**config.mk**
```make
export PLATFORM = sky130hd
export DESIGN_NAME = mac_16in_feeder_flat
export DESIGN_NICKNAME = d
export VERILOG_FILES = /design/src/rtl/mac_pkg.sv /design/src/rtl/mac_16in_feeder_if.sv /design/src/rtl/mac_16in_feeder.sv /design/src/flat_wrapper.sv
export SDC_FILE = /design/constraint.sdc
export NUM_CORES = 1
export LEC_CHECK = 0
export CAP_MARGIN = 20
export CORE_ASPECT_RATIO = 0.6
export CORE_MARGIN = 2
export CORE_UTILIZATION = 50
export CTS_CLUSTER_DIAMETER = 120
export DETAILED_ROUTE_END_ITERATION = 10
export DONT_BUFFER_PORTS = 1
export PLACE_DENSITY_LB_ADDON = 0.3
export SYNTH_ARGS = -nofsm -noshare
export SYNTH_HDL_FRONTEND = slang
export SYNTH_SLANG_ARGS = --single-unit
```
**constraint.sdc**
```tcl
create_clock -name clk -period 2.8 [get_ports clk]
set_clock_uncertainty 0.15 [all_clocks]
set_input_delay 0.56 -clock clk [delete_from_list [all_inputs] [get_ports clk]]
set_output_delay 0.56 -clock clk [all_outputs]
set_load 0.02 [all_outputs]
```
**src/rtl/mac_pkg.sv**
```systemverilog
// Shared parameters, state encoding and sign-extension helper for the
// 16-lane signed 8-bit MAC feeder.
package mac_pkg;

  localparam int unsigned bw      = 8;             // element width
  localparam int unsigned pr      = 16;            // lanes per MAC group
  localparam int unsigned bw_psum = 2 * bw + 6;    // MAC sum width
  localparam int unsigned acc_bw  = 32;            // accumulator width
  localparam int unsigned cnt_w   = $clog2(pr);    // lane counter width

  typedef enum logic [1:0] {
    FILL  = 2'd0,
    WAIT  = 2'd1,
    ACCUM = 2'd2,
    DONE  = 2'd3
  } state_t;

  // Sign-extend a MAC sum to accumulator width.
  function automatic logic signed [acc_bw-1:0] sext(input logic signed [bw_psum-1:0] x);
    return {{(acc_bw - bw_psum){x[bw_psum-1]}}, x};
  endfunction

endpackage

```
**src/rtl/mac_16in_feeder_if.sv**
```systemverilog
// Bus bundle between the feeder, its element source, the MAC and the
// result sink.
//   in_*      : element-pair stream (valid/ready, in_last marks final element)
//   mac_a/b   : packed lane operands to the MAC, lane k at [bw*(k+1)-1 : bw*k]
//   mac_out   : MAC sum, combinational from MAC product registers
//   out_*     : dot-product result (valid/ready)
// slave  = the feeder, master = the surrounding environment.
interface mac_16in_feeder_if;
  import mac_pkg::*;

  logic                      in_valid;
  logic                      in_ready;
  logic signed [bw-1:0]      in_a;
  logic signed [bw-1:0]      in_b;
  logic                      in_last;
  logic [pr*bw-1:0]          mac_a;
  logic [pr*bw-1:0]          mac_b;
  logic signed [bw_psum-1:0] mac_out;
  logic                      out_valid;
  logic                      out_ready;
  logic signed [acc_bw-1:0]  out_data;

  modport slave (
    input  in_valid, in_a, in_b, in_last, mac_out, out_ready,
    output in_ready, mac_a, mac_b, out_valid, out_data
  );

  modport master (
    output in_valid, in_a, in_b, in_last, mac_out, out_ready,
    input  in_ready, mac_a, mac_b, out_valid, out_data
  );

endinterface

```
**src/rtl/mac_16in_feeder.sv**
```systemverilog
// Packs a serial (a, b) element stream into 16-lane MAC operand vectors,
// accumulates the sign-extended MAC sum per group and hands the final
// dot-product out over valid/ready.
// Ports:
//   clk      : rising-edge clock
//   reset_n  : asynchronous active-low reset
//   bus      : mac_16in_feeder_if.slave (element input, MAC lanes, result)
module mac_16in_feeder
  import mac_pkg::*;
(
  input  logic               clk,
  input  logic               reset_n,
  mac_16in_feeder_if.slave   bus
);

  state_t                    state;
  logic [cnt_w-1:0]          cnt;
  logic signed [acc_bw-1:0]  acc;
  logic                      last_grp;
  logic                      in_ready_q;
  logic                      out_valid_q;
  logic [pr-1:0][bw-1:0]     lane_a;
  logic [pr-1:0][bw-1:0]     lane_b;

  assign bus.in_ready  = in_ready_q;
  assign bus.out_valid = out_valid_q;
  assign bus.out_data  = acc;
  assign bus.mac_a     = lane_a;
  assign bus.mac_b     = lane_b;

  // Group sequencer; lanes are cleared on every entry to FILL so a short
  // group leaves unused lanes at zero.
  always_ff @(posedge clk or negedge reset_n) begin
    if (!reset_n) begin
      state       <= FILL;
      cnt         <= '0;
      acc         <= '0;
      last_grp    <= 1'b0;
      in_ready_q  <= 1'b1;
      out_valid_q <= 1'b0;
      lane_a      <= '0;
      lane_b      <= '0;
    end else begin
      case (state)
        FILL: begin
          if (bus.in_valid && in_ready_q) begin
            lane_a[cnt] <= bus.in_a;
            lane_b[cnt] <= bus.in_b;
            if ((cnt == cnt_w'(pr - 1)) || bus.in_last) begin
              state      <= WAIT;
              last_grp   <= bus.in_last;
              in_ready_q <= 1'b0;
            end else begin
              cnt <= cnt + cnt_w'(1);
            end
          end
        end
        // MAC captures products on this edge.
        WAIT: state <= ACCUM;
        ACCUM: begin
          acc <= acc + sext(bus.mac_out);
          if (last_grp) begin
            state       <= DONE;
            out_valid_q <= 1'b1;
          end else begin
            state      <= FILL;
            cnt        <= '0;
            lane_a     <= '0;
            lane_b     <= '0;
            in_ready_q <= 1'b1;
          end
        end
        DONE: begin
          if (bus.out_ready) begin
            state       <= FILL;
            acc         <= '0;
            cnt         <= '0;
            lane_a      <= '0;
            lane_b      <= '0;
            out_valid_q <= 1'b0;
            in_ready_q  <= 1'b1;
          end
        end
        default: state <= FILL;
      endcase
    end
  end

endmodule

```
**src/flat_wrapper.sv**
```systemverilog
// flat-port wrapper written by rule: the top's interface ports become plain ports
module mac_16in_feeder_flat import mac_pkg::*;
  (clk, reset_n, bus_in_valid, bus_in_a, bus_in_b, bus_in_last, bus_mac_out, bus_out_ready, bus_in_ready, bus_mac_a, bus_mac_b, bus_out_valid, bus_out_data);
  mac_16in_feeder_if bus_i ();
  input  logic clk;
  input  logic reset_n;
  input wire logic [$bits(bus_i.in_valid)-1:0] bus_in_valid;
  input wire logic [$bits(bus_i.in_a)-1:0] bus_in_a;
  input wire logic [$bits(bus_i.in_b)-1:0] bus_in_b;
  input wire logic [$bits(bus_i.in_last)-1:0] bus_in_last;
  input wire logic [$bits(bus_i.mac_out)-1:0] bus_mac_out;
  input wire logic [$bits(bus_i.out_ready)-1:0] bus_out_ready;
  output wire logic [$bits(bus_i.in_ready)-1:0] bus_in_ready;
  output wire logic [$bits(bus_i.mac_a)-1:0] bus_mac_a;
  output wire logic [$bits(bus_i.mac_b)-1:0] bus_mac_b;
  output wire logic [$bits(bus_i.out_valid)-1:0] bus_out_valid;
  output wire logic [$bits(bus_i.out_data)-1:0] bus_out_data;
  assign bus_i.in_valid = bus_in_valid;
  assign bus_i.in_a = bus_in_a;
  assign bus_i.in_b = bus_in_b;
  assign bus_i.in_last = bus_in_last;
  assign bus_i.mac_out = bus_mac_out;
  assign bus_i.out_ready = bus_out_ready;
  assign bus_in_ready = bus_i.in_ready;
  assign bus_mac_a = bus_i.mac_a;
  assign bus_mac_b = bus_i.mac_b;
  assign bus_out_valid = bus_i.out_valid;
  assign bus_out_data = bus_i.out_data;
  mac_16in_feeder u_core (.clk(clk), .reset_n(reset_n), .bus(bus_i));
endmodule
```
# After elaboration in Yosys (flattened, before gate mapping)
# Cells that the tools add are included.
dict set report totals {
  regBits 297
  inputBits 43
  out_inout_bits 290
  wordCells 95
}
dict set report classes {
  add_sub_neg 2
  magnitude_cmp 2
  eq_ne 10
  muxes 30
  reduce_logical 13
}
# op n
set ops {}
lappend ops {{128-bit one-hot mux with 3 select lines} 2}
lappend ops {{128-bit two-way mux} 4}
lappend ops {{128-bit bitwise mux} 2}
lappend ops {{32-bit one-hot mux with 2 select lines} 1}
lappend ops {{32-bit by 22-bit adder with 32-bit output} 1}
lappend ops {{8-bit demux with 4-bit select} 1}
lappend ops {{32-bit two-way mux} 1}
lappend ops {{4-bit two-way mux} 4}
lappend ops {{4-bit one-hot mux with 3 select lines} 1}
lappend ops {{5-bit AND reduction} 2}
lappend ops {{3-bit AND reduction} 3}
lappend ops {{2-bit two-way mux} 4}
lappend ops {{8-bit two-way mux} 1}
lappend ops {{2-bit one-hot mux with 4 select lines} 1}
lappend ops {{1-bit two-way mux} 6}
lappend ops {{2-bit by 1-bit inequality test with 1-bit output, second input constant} 3}
lappend ops {{2-bit inequality test, second input constant} 3}
lappend ops {{4-bit by 5-bit less-than comparator with 1-bit output, second input constant} 1}
lappend ops {{4-bit by 1-bit adder with 4-bit output, second input constant} 1}
lappend ops {{2-bit == test, second input constant} 2}
lappend ops {{4-bit == test, second input constant} 1}
lappend ops {{4-bit by 1-bit greater-or-equal comparator with 1-bit output, second input constant} 1}
lappend ops {{4-bit AND reduction} 1}
lappend ops {{1-bit one-hot mux with 3 select lines} 1}
lappend ops {{8 further kinds} 9}

# Longest topological paths before layout
# Gate-level depths: netlist of run 1.
dict set report logic_depth {
  ltp_word 7
  mapped_depth 12
  depth_no_buf 12
}

# Least setup slack after synthesis of run 1
# OpenSTA, ideal clock, no wires.
dict set report synth_path {
  kind {in2reg}
  from {in bus_mac_out[0]}
  to {reg u_core.acc[30] (netlist: u_core.bus.out_data[30])}
  setup_time_ps 123
  arrival_time_ps 2507
  t_required_ps 2527
  slack_ps 20
  stages 12
  cell_sequence {ha_1 > inv_1 > fa_1 > nor2b_2 > o31ai_2 > a21boi_2 > o21ai_1 > a311o_1 > a41o_1 > o31ai_2 > xnor2_1 > o21ai_1}
}
dict set report synth_between {
  elab_chain_len 2
}
# element line
set synth_rtl {}
lappend synth_rtl {{from (decl)} flat_wrapper.sv:11} ;# input wire logic [$bits(bus_i.mac_out)-1:0] bus_mac_out;
lappend synth_rtl {{32-bit by 22-bit adder with 32-bit output} mac_16in_feeder.sv:61} ;# acc <= acc + sext(bus.mac_out);
lappend synth_rtl {{32-bit one-hot mux with 2 select lines} mac_16in_feeder.sv:44} ;# case (state)
lappend synth_rtl {{to (signal assigned)} mac_16in_feeder.sv:61}
lappend synth_rtl {{to (decl)} mac_16in_feeder.sv:18} ;# logic signed [acc_bw-1:0] acc;
# No other way between the ends.
# A chain may end at the register's enable or synchronous reset.

# Worst setup path in the final report of run 1
dict set report layout_path {
  from {reg u_core.acc[0] (netlist: u_core.bus.out_data[0])}
  to {reg u_core.acc[30] (netlist: u_core.bus.out_data[30])}
}
dict set report layout_between {
  elab_chain_len 2
}
# element line
set layout_rtl {}
lappend layout_rtl {{32-bit by 22-bit adder with 32-bit output} mac_16in_feeder.sv:61}
lappend layout_rtl {{32-bit one-hot mux with 2 select lines} mac_16in_feeder.sv:44}
# No other way between the ends.

==> results of run 1 <==
stage by stage:
step / util [%] / hold slack [ns] / setup slack (ns)
floorplan: - / 0.114 / 0.0197
global placement: 52.9 / 0.120 / -0.130
detailed placement: 53.0 / 0.122 / -0.178
CTS: 56.6 / -0.493 / 0.0109
global route: 57.3 / -0.493 / -0.111
finish: 57.3 / -0.464 / -0.0224
cell usage in the layout, fill, tap and decap left out, drive strengths merged, types with 8 or more instances in the layout:
master | Yosys | final
a21o | 14 | 14
a21oi | 33 | 33
a22oi | 256 | 256
buf | 45 | 102
clkbuf | 91 | 41
dfrtp | 296 | 296
ha | 35 | 35
inv | 10 | 12
nand2 | 315 | 315
nand2b | 8 | 8
nand3 | 19 | 19
nor2 | 45 | 45
nor2b | 8 | 8
o21ai | 298 | 298
xor2 | 15 | 15
critical path: cells and delay by family, from the launching register on:
kind / cells / cell delay (ns)
AOI/OAI and AO/OA: 7 / 1.20
xor gates and xnor gates: 1 / 0.15
adders and majority gates: 2 / 0.61
buffers and inverters: 1 / 0.05
DFF: 1 / 0.38
and+or+nand+nor: 1 / 0.16
layout make-up:
class,instances,area [sq um]
multi-input combinational,1136,6750
inverter,10,37.5
timing repair buffer,104,811
clock inverter,13,168
tap,375,469
clock buffer,41,821
sequential,297,7440
fill,2462,12300
where the power goes:
group | total, mW | switching, mW | internal [mW]
Clock | 4.15 | 1.81 | 2.34
Sequential | 10.6 | 4.37 | 6.28
Combinational | 8.97 | 5.17 | 3.80
Total | 23.8 | 11.3 | 12.4
registers in the layout, summed over array words and instances (netlist names):
name	flops
u_core.state	2
u_core.last_grp	1
u_core.cnt	4
u_core.bus.out_data	32
u_core.bus.mac_a	128
u_core.bus.out_valid	1
u_core.bus.mac_b	128
u_core.bus.in_ready	1
routing by layer:
layer  track usage [%]  wire (microns)
met5                 0               0
met4              7.40            1160
met3              9.90            5160
met2              43.8           21000
met1              45.4           21800
worst paths after layout:
kind                                                     from                                  end  slack (ns)  depth (start not counted)
max                        u_core.bus.out_data[0]$_DFFE_PN0P_  u_core.bus.out_data[30]$_DFFE_PN0P_       -0.02                         12
min                                                   reset_n     u_core.bus.mac_a[61]$_DFFE_PN0P_       -0.46                          0
max reg2reg                u_core.bus.out_data[0]$_DFFE_PN0P_  u_core.bus.out_data[30]$_DFFE_PN0P_       -0.02                         12
min reg2reg                u_core.bus.out_data[1]$_DFFE_PN0P_   u_core.bus.out_data[1]$_DFFE_PN0P_        0.44                          2
max in group asynchronous                             reset_n          u_core.state[1]$_DFFE_PN0P_        1.83                          0
min in group clk                                  bus_in_b[0]     u_core.bus.mac_b[32]$_DFFE_PN0P_        0.04                          2
cells by family after synthesis:
logic type	count (synthesis)	share of synthesized area, %
AO/OA/AOI/OAI	650	28.2
AND/OR/NAND/NOR	427	12.1
flip-flops	297	50.8
buffers and inverters	149	4.37
adder cells (fa/ha/maj)	36	3.13
XOR/XNOR	22	1.32
multiplexers	1	0.0770
what timing repair did:
item	in CTS	in global routing
resized for setup	2	26
pin swaps	0	15
buffers inserted	0	4
hold endpoints to repair	300	297
endpoints found under the setup margin	2	20
==> results.yml, run 1 <==
cts:
  ctsRootBufferMaster: "clkbuf_16"
  cts_tree: "yes"
  numClockSinks: 297
  clk_pin_slew_ns: 0.07
  clk_latency_ns: 0.58
  htreeDepth: 1
  tritoncts.num_buffers: 29
  max-clock-path-buffers: 3
  cts_hold_buffers: 2
worst_setup_path:
  crit_slowest_cell: "fa_2"
  crit_fanout: 2
  slowest_delay_ns: 0.39
  critPathCaptureType: "flop"
  arrival_ns: 3.13
  worstSetupPathType: "reg -> reg"
  path_cells: "ha_2 > inv_2 > fa_2 > nor2b_4 > o31ai_4 > a21boi_2 > o21ai_2 > a311o_1 > a41o_1 > o31ai_2 > xnor2_1 > o21ai_1"
  cp_data_required_time_ns: 3.10
  startpoint_type: "flop"
die:
  dieHeight_microns: 136
  die_x_microns: 225
  rows: 48
  io_pins: 333
  dieArea_sq_um: 30700
  core_area_sq_um: 28800
  start_util_pct: 50.8
synth:
  ys_top_cells_by_area: "dfrtp_1 51%, a22oi_1 13%, o21ai_0 9.9%, nand2_1 8.1%, ha_1 3.0%"
  synth_area_leader_cell: "dfrtp_1"
  syn_avg_cell_area_sq_um: 9.24
  synth_most_common_cell: "nand2_1"
  syn_inst: 1582
  synth_edf_count: 0
  yosys_register_bits: 297
  yosys_warnings: 0
  ys_async_sr_fraction_pct: 100
  yosys.area.top_type_share_pct: 50.7
  ys.flop_type: "dfrtp_1"
  syn_area_sq_um: 14600
  synth_fp_nets: 1661
  synth.distinct_cells: 69
  yosysSeqAreaShare_pct: 50.8
  synthTopCellsByCount: "315 x nand2_1, 296 x dfrtp_1, 289 x o21ai_0"
pwr:
  totalPowerFinal_mw: 23.8
  leakagePower_nw: 7.21
  p_per_area_nw_per_um2: 1440
  ir_drop_mv: 0.858
drt:
  drt_iter0_drc: 1627
  drt-pass1-iter-count: 5
  finalWirelength_microns: 49100
  drtAntennaViolNets: 0
  wl_per_cell_microns: 24.8
  vias: 12700
  drc: 0
  viasPerCell: 6.42
cells_and_area:
  nNetsFinal: 1657
  drive_gt1_share_pct: 12.0
  n_antenna_cell: 0
  fin_area_sq_um: 16500
  area_delta_synth_final_pct: 12.8
  stdcell_count: 1976
global_routing:
  grtUsageTotal_pct: 30.8
  grt_overflow: 0
  grt_pass1_wl_microns: 73100
  grt_pass1_vias: 11600
  grt_start_max_net_pins: 298
  antenna_found_initial: 0
timing:
  worstMarginPinSlew_ns: 1.25
  rsz0062_at_grt: "yes"
  setup_slack_ns: -0.0224
  post-route-min-period_ns: 2.82
  tns_ns: -0.0224
  max_freq_ghz: 0.354
  min_period_over_period_pct: 101
  relSlewSlack_pct: 16.6
  final_hold_viol_count: 296
  slew_viol_final: 0
  setup_violations: 1
  holdWs_ns: -0.464
placement:
  place_inst: 1913
  gp_congestion: 0.871
  place_hpwl_microns: 31200
  io_buffers: 0
  place_area_sq_um: 15200
outcome:
  violations: "negative hold slack, negative setup slack"
  status: "finished, violations left"
min_path:
  hp-class: "in -> async"
job:
  cap_violations: 0
(Power assumes the default switching activity.)
==> run 2: changes to the inputs <==
--- a/config.mk
+++ b/config.mk
@@ -12,6 +12,7 @@
 export CTS_CLUSTER_DIAMETER = 120
 export DETAILED_ROUTE_END_ITERATION = 10
 export DONT_BUFFER_PORTS = 1
+export MAX_ROUTING_LAYER = met4
 export PLACE_DENSITY_LB_ADDON = 0.3
 export SYNTH_ARGS = -nofsm -noshare
 export SYNTH_HDL_FRONTEND = slang
==> run 2 against run 1 <==
Against the previous run: the run still ends with negative hold slack, negative setup slack left; fmax up 0.66%; non-clock buffer count unchanged; clock-buffer cell count unchanged; via count up 1.3%; register-to-register slack better by 0.02 ns; cell area about the same; sequential power about the same; sequential cell count unchanged; total power about the same; first-iteration DRC count down 7.3%; wire length up 0.11%; critical path type unchanged; highest routed layer unchanged.
==> results.yml, run 2 (synthesis gave the netlist of run 1 again) <==
placement:
  gp_congestion: 0.885
  place_area_sq_um: 15200
  io_buffers: 0
  place_inst: 1913
  place_hpwl_microns: 31200
cts:
  max-clock-path-buffers: 3
  ctsRootBufferMaster: "clkbuf_16"
  tritoncts.num_buffers: 29
  cts_hold_buffers: 2
  numClockSinks: 297
  clk_latency_ns: 0.58
  cts_tree: "yes"
  htreeDepth: 1
  clk_pin_slew_ns: 0.06
drt:
  wl_per_cell_microns: 24.9
  drc: 0
  drt_iter0_drc: 1509
  viasPerCell: 6.50
  drtAntennaViolNets: 0
  vias: 12800
  drt-pass1-iter-count: 6
  finalWirelength_microns: 49100
global_routing:
  grt_pass1_vias: 11500
  antenna_found_initial: 0
  grt_pass1_wl_microns: 73200
  grt_start_max_net_pins: 298
  grtUsageTotal_pct: 31.8
  grt_overflow: 0
worst_setup_path:
  worstSetupPathType: "reg -> reg"
  crit_slowest_cell: "fa_2"
  rrSetupSlack_ns: -0.004
  cp_data_required_time_ns: 3.10
  cp_num_buf_inv: 1
  path_cells: "ha_2 > inv_2 > fa_2 > nor2b_4 > o31ai_4 > a21boi_2 > o21ai_2 > a311o_1 > a41o_1 > o31ai_2 > xnor2_1 > o21ai_1"
  path_delay_family: "compound AO/OA/AOI/OAI gates"
  critPathCaptureType: "flop"
  crit_fanout: 2
  arrival_ns: 3.10
  slowest_delay_ns: 0.39
  startpoint_type: "flop"
min_path:
  hp-class: "in -> async"
timing:
  slew_viol_final: 0
  rsz0062_at_grt: "yes"
  holdWs_ns: -0.469
  min_period_over_period_pct: 100
  setup_violations: 1
  post-route-min-period_ns: 2.80
  final_hold_viol_count: 296
  max_freq_ghz: 0.357
  setup_slack_ns: -0.00399
  tns_ns: -0.00399
  worstMarginPinSlew_ns: 1.01
  relSlewSlack_pct: 32.4
cells_and_area:
  utilization_pct: 57.3
  stdcell_count: 1976
  layout_common_cells: "315 x nand2_1, 295 x dfrtp_1, 289 x o21ai_0"
  final_common_cell: "nand2_1"
  n_antenna_cell: 0
  nNetsFinal: 1657
  drive_gt1_share_pct: 12.1
  fin_area_sq_um: 16500
  area_delta_synth_final_pct: 12.8
die:
  core_area_sq_um: 28800
  dieArea_sq_um: 30700
  rows: 48
  start_util_pct: 50.8
  die_x_microns: 225
  dieHeight_microns: 136
  io_pins: 333
pwr:
  leakagePower_nw: 7.21
  ir_drop_mv: 0.859
  p_per_area_nw_per_um2: 1440
outcome:
  status: "finished, violations left"
  violations: "negative hold slack, negative setup slack"
job:
  cap_violations: 0
[run 2: cell counts in the layout (fill, tap and decap cells not counted)]
No cell type changed its count.
[run 2: stage by stage]
step / setup WS [ns] / power [mW]
2_1_floorplan: 0.0197 / 16.4
3_3_place_gp: -0.130 / 18.8
3_5_place_dp: -0.178 / 19.3
4_1_cts: 0.0109 / 23.5
5_1_grt: -0.112 / 25.3
6_report: -0.00399 / 23.8
[run 2: what timing repair did]
action / 4_1_cts / 5_1_grt
pin swaps: 0 / 15
resized for setup: 2 / 27
hold endpoints to repair: 300 / 297
setup buffers: 0 / 4
endpoints found under the setup margin: 2 / 23
[run 2: path summary, 6_finish.rpt]
path                                                  endpoint                                from  cells past startpoint
max                        u_core.bus.out_data[30]$_DFFE_PN0P_  u_core.bus.out_data[0]$_DFFE_PN0P_                     12
min                           u_core.bus.mac_a[61]$_DFFE_PN0P_                             reset_n                      0
max reg2reg                u_core.bus.out_data[30]$_DFFE_PN0P_  u_core.bus.out_data[0]$_DFFE_PN0P_                     12
min reg2reg                 u_core.bus.out_data[1]$_DFFE_PN0P_  u_core.bus.out_data[1]$_DFFE_PN0P_                      2
max in group asynchronous     u_core.bus.mac_a[31]$_DFFE_PN0P_                             reset_n                      0
min in group clk              u_core.bus.mac_b[49]$_DFFE_PN0P_                         bus_in_b[1]                      2
[run 2: power breakdown]
group / leakage [nW] / internal [mW] / switching, mW
sequential: 3.50 / 6.28 / 4.36
combinational: 3.23 / 3.80 / 5.17
clock: 0.482 / 2.34 / 1.81
[run 2: layer usage]
| metal | up-vias | GRT usage (%) | wire (microns) |
|---|---|---|---|
| li1 | 5712 | - | - |
| met1 | 6322 | 45.6 | 21400 |
| met2 | 720 | 43.7 | 20900 |
| met3 | 94 | 9.90 | 5530 |
| met4 | 0 | 7.32 | 1250 |
| met5 | - | - | 0 |
[run 2: final cells by class]
| type | instances | area [sq um] |
|---|---|---|
| Timing Repair Buffer | 104 | 811 |
| Inverter | 10 | 37.5 |
| Sequential cell | 297 | 7440 |
| Clock buffer | 41 | 821 |
| Multi-Input combinational cell | 1136 | 6750 |
| Fill cell | 2462 | 12300 |
| Clock inverter | 13 | 168 |
| Tap cell | 375 | 469 |
==> run 3: changes to the inputs <==
--- a/config.mk
+++ b/config.mk
@@ -14,6 +14,7 @@
 export DONT_BUFFER_PORTS = 1
 export MAX_ROUTING_LAYER = met4
 export PLACE_DENSITY_LB_ADDON = 0.3
+export SKIP_LAST_GASP = 1
 export SYNTH_ARGS = -nofsm -noshare
 export SYNTH_HDL_FRONTEND = slang
 export SYNTH_SLANG_ARGS = --single-unit
==> results of run 3 <==
Same layout as run 2: the final DEF is identical, and so are final timing and power.
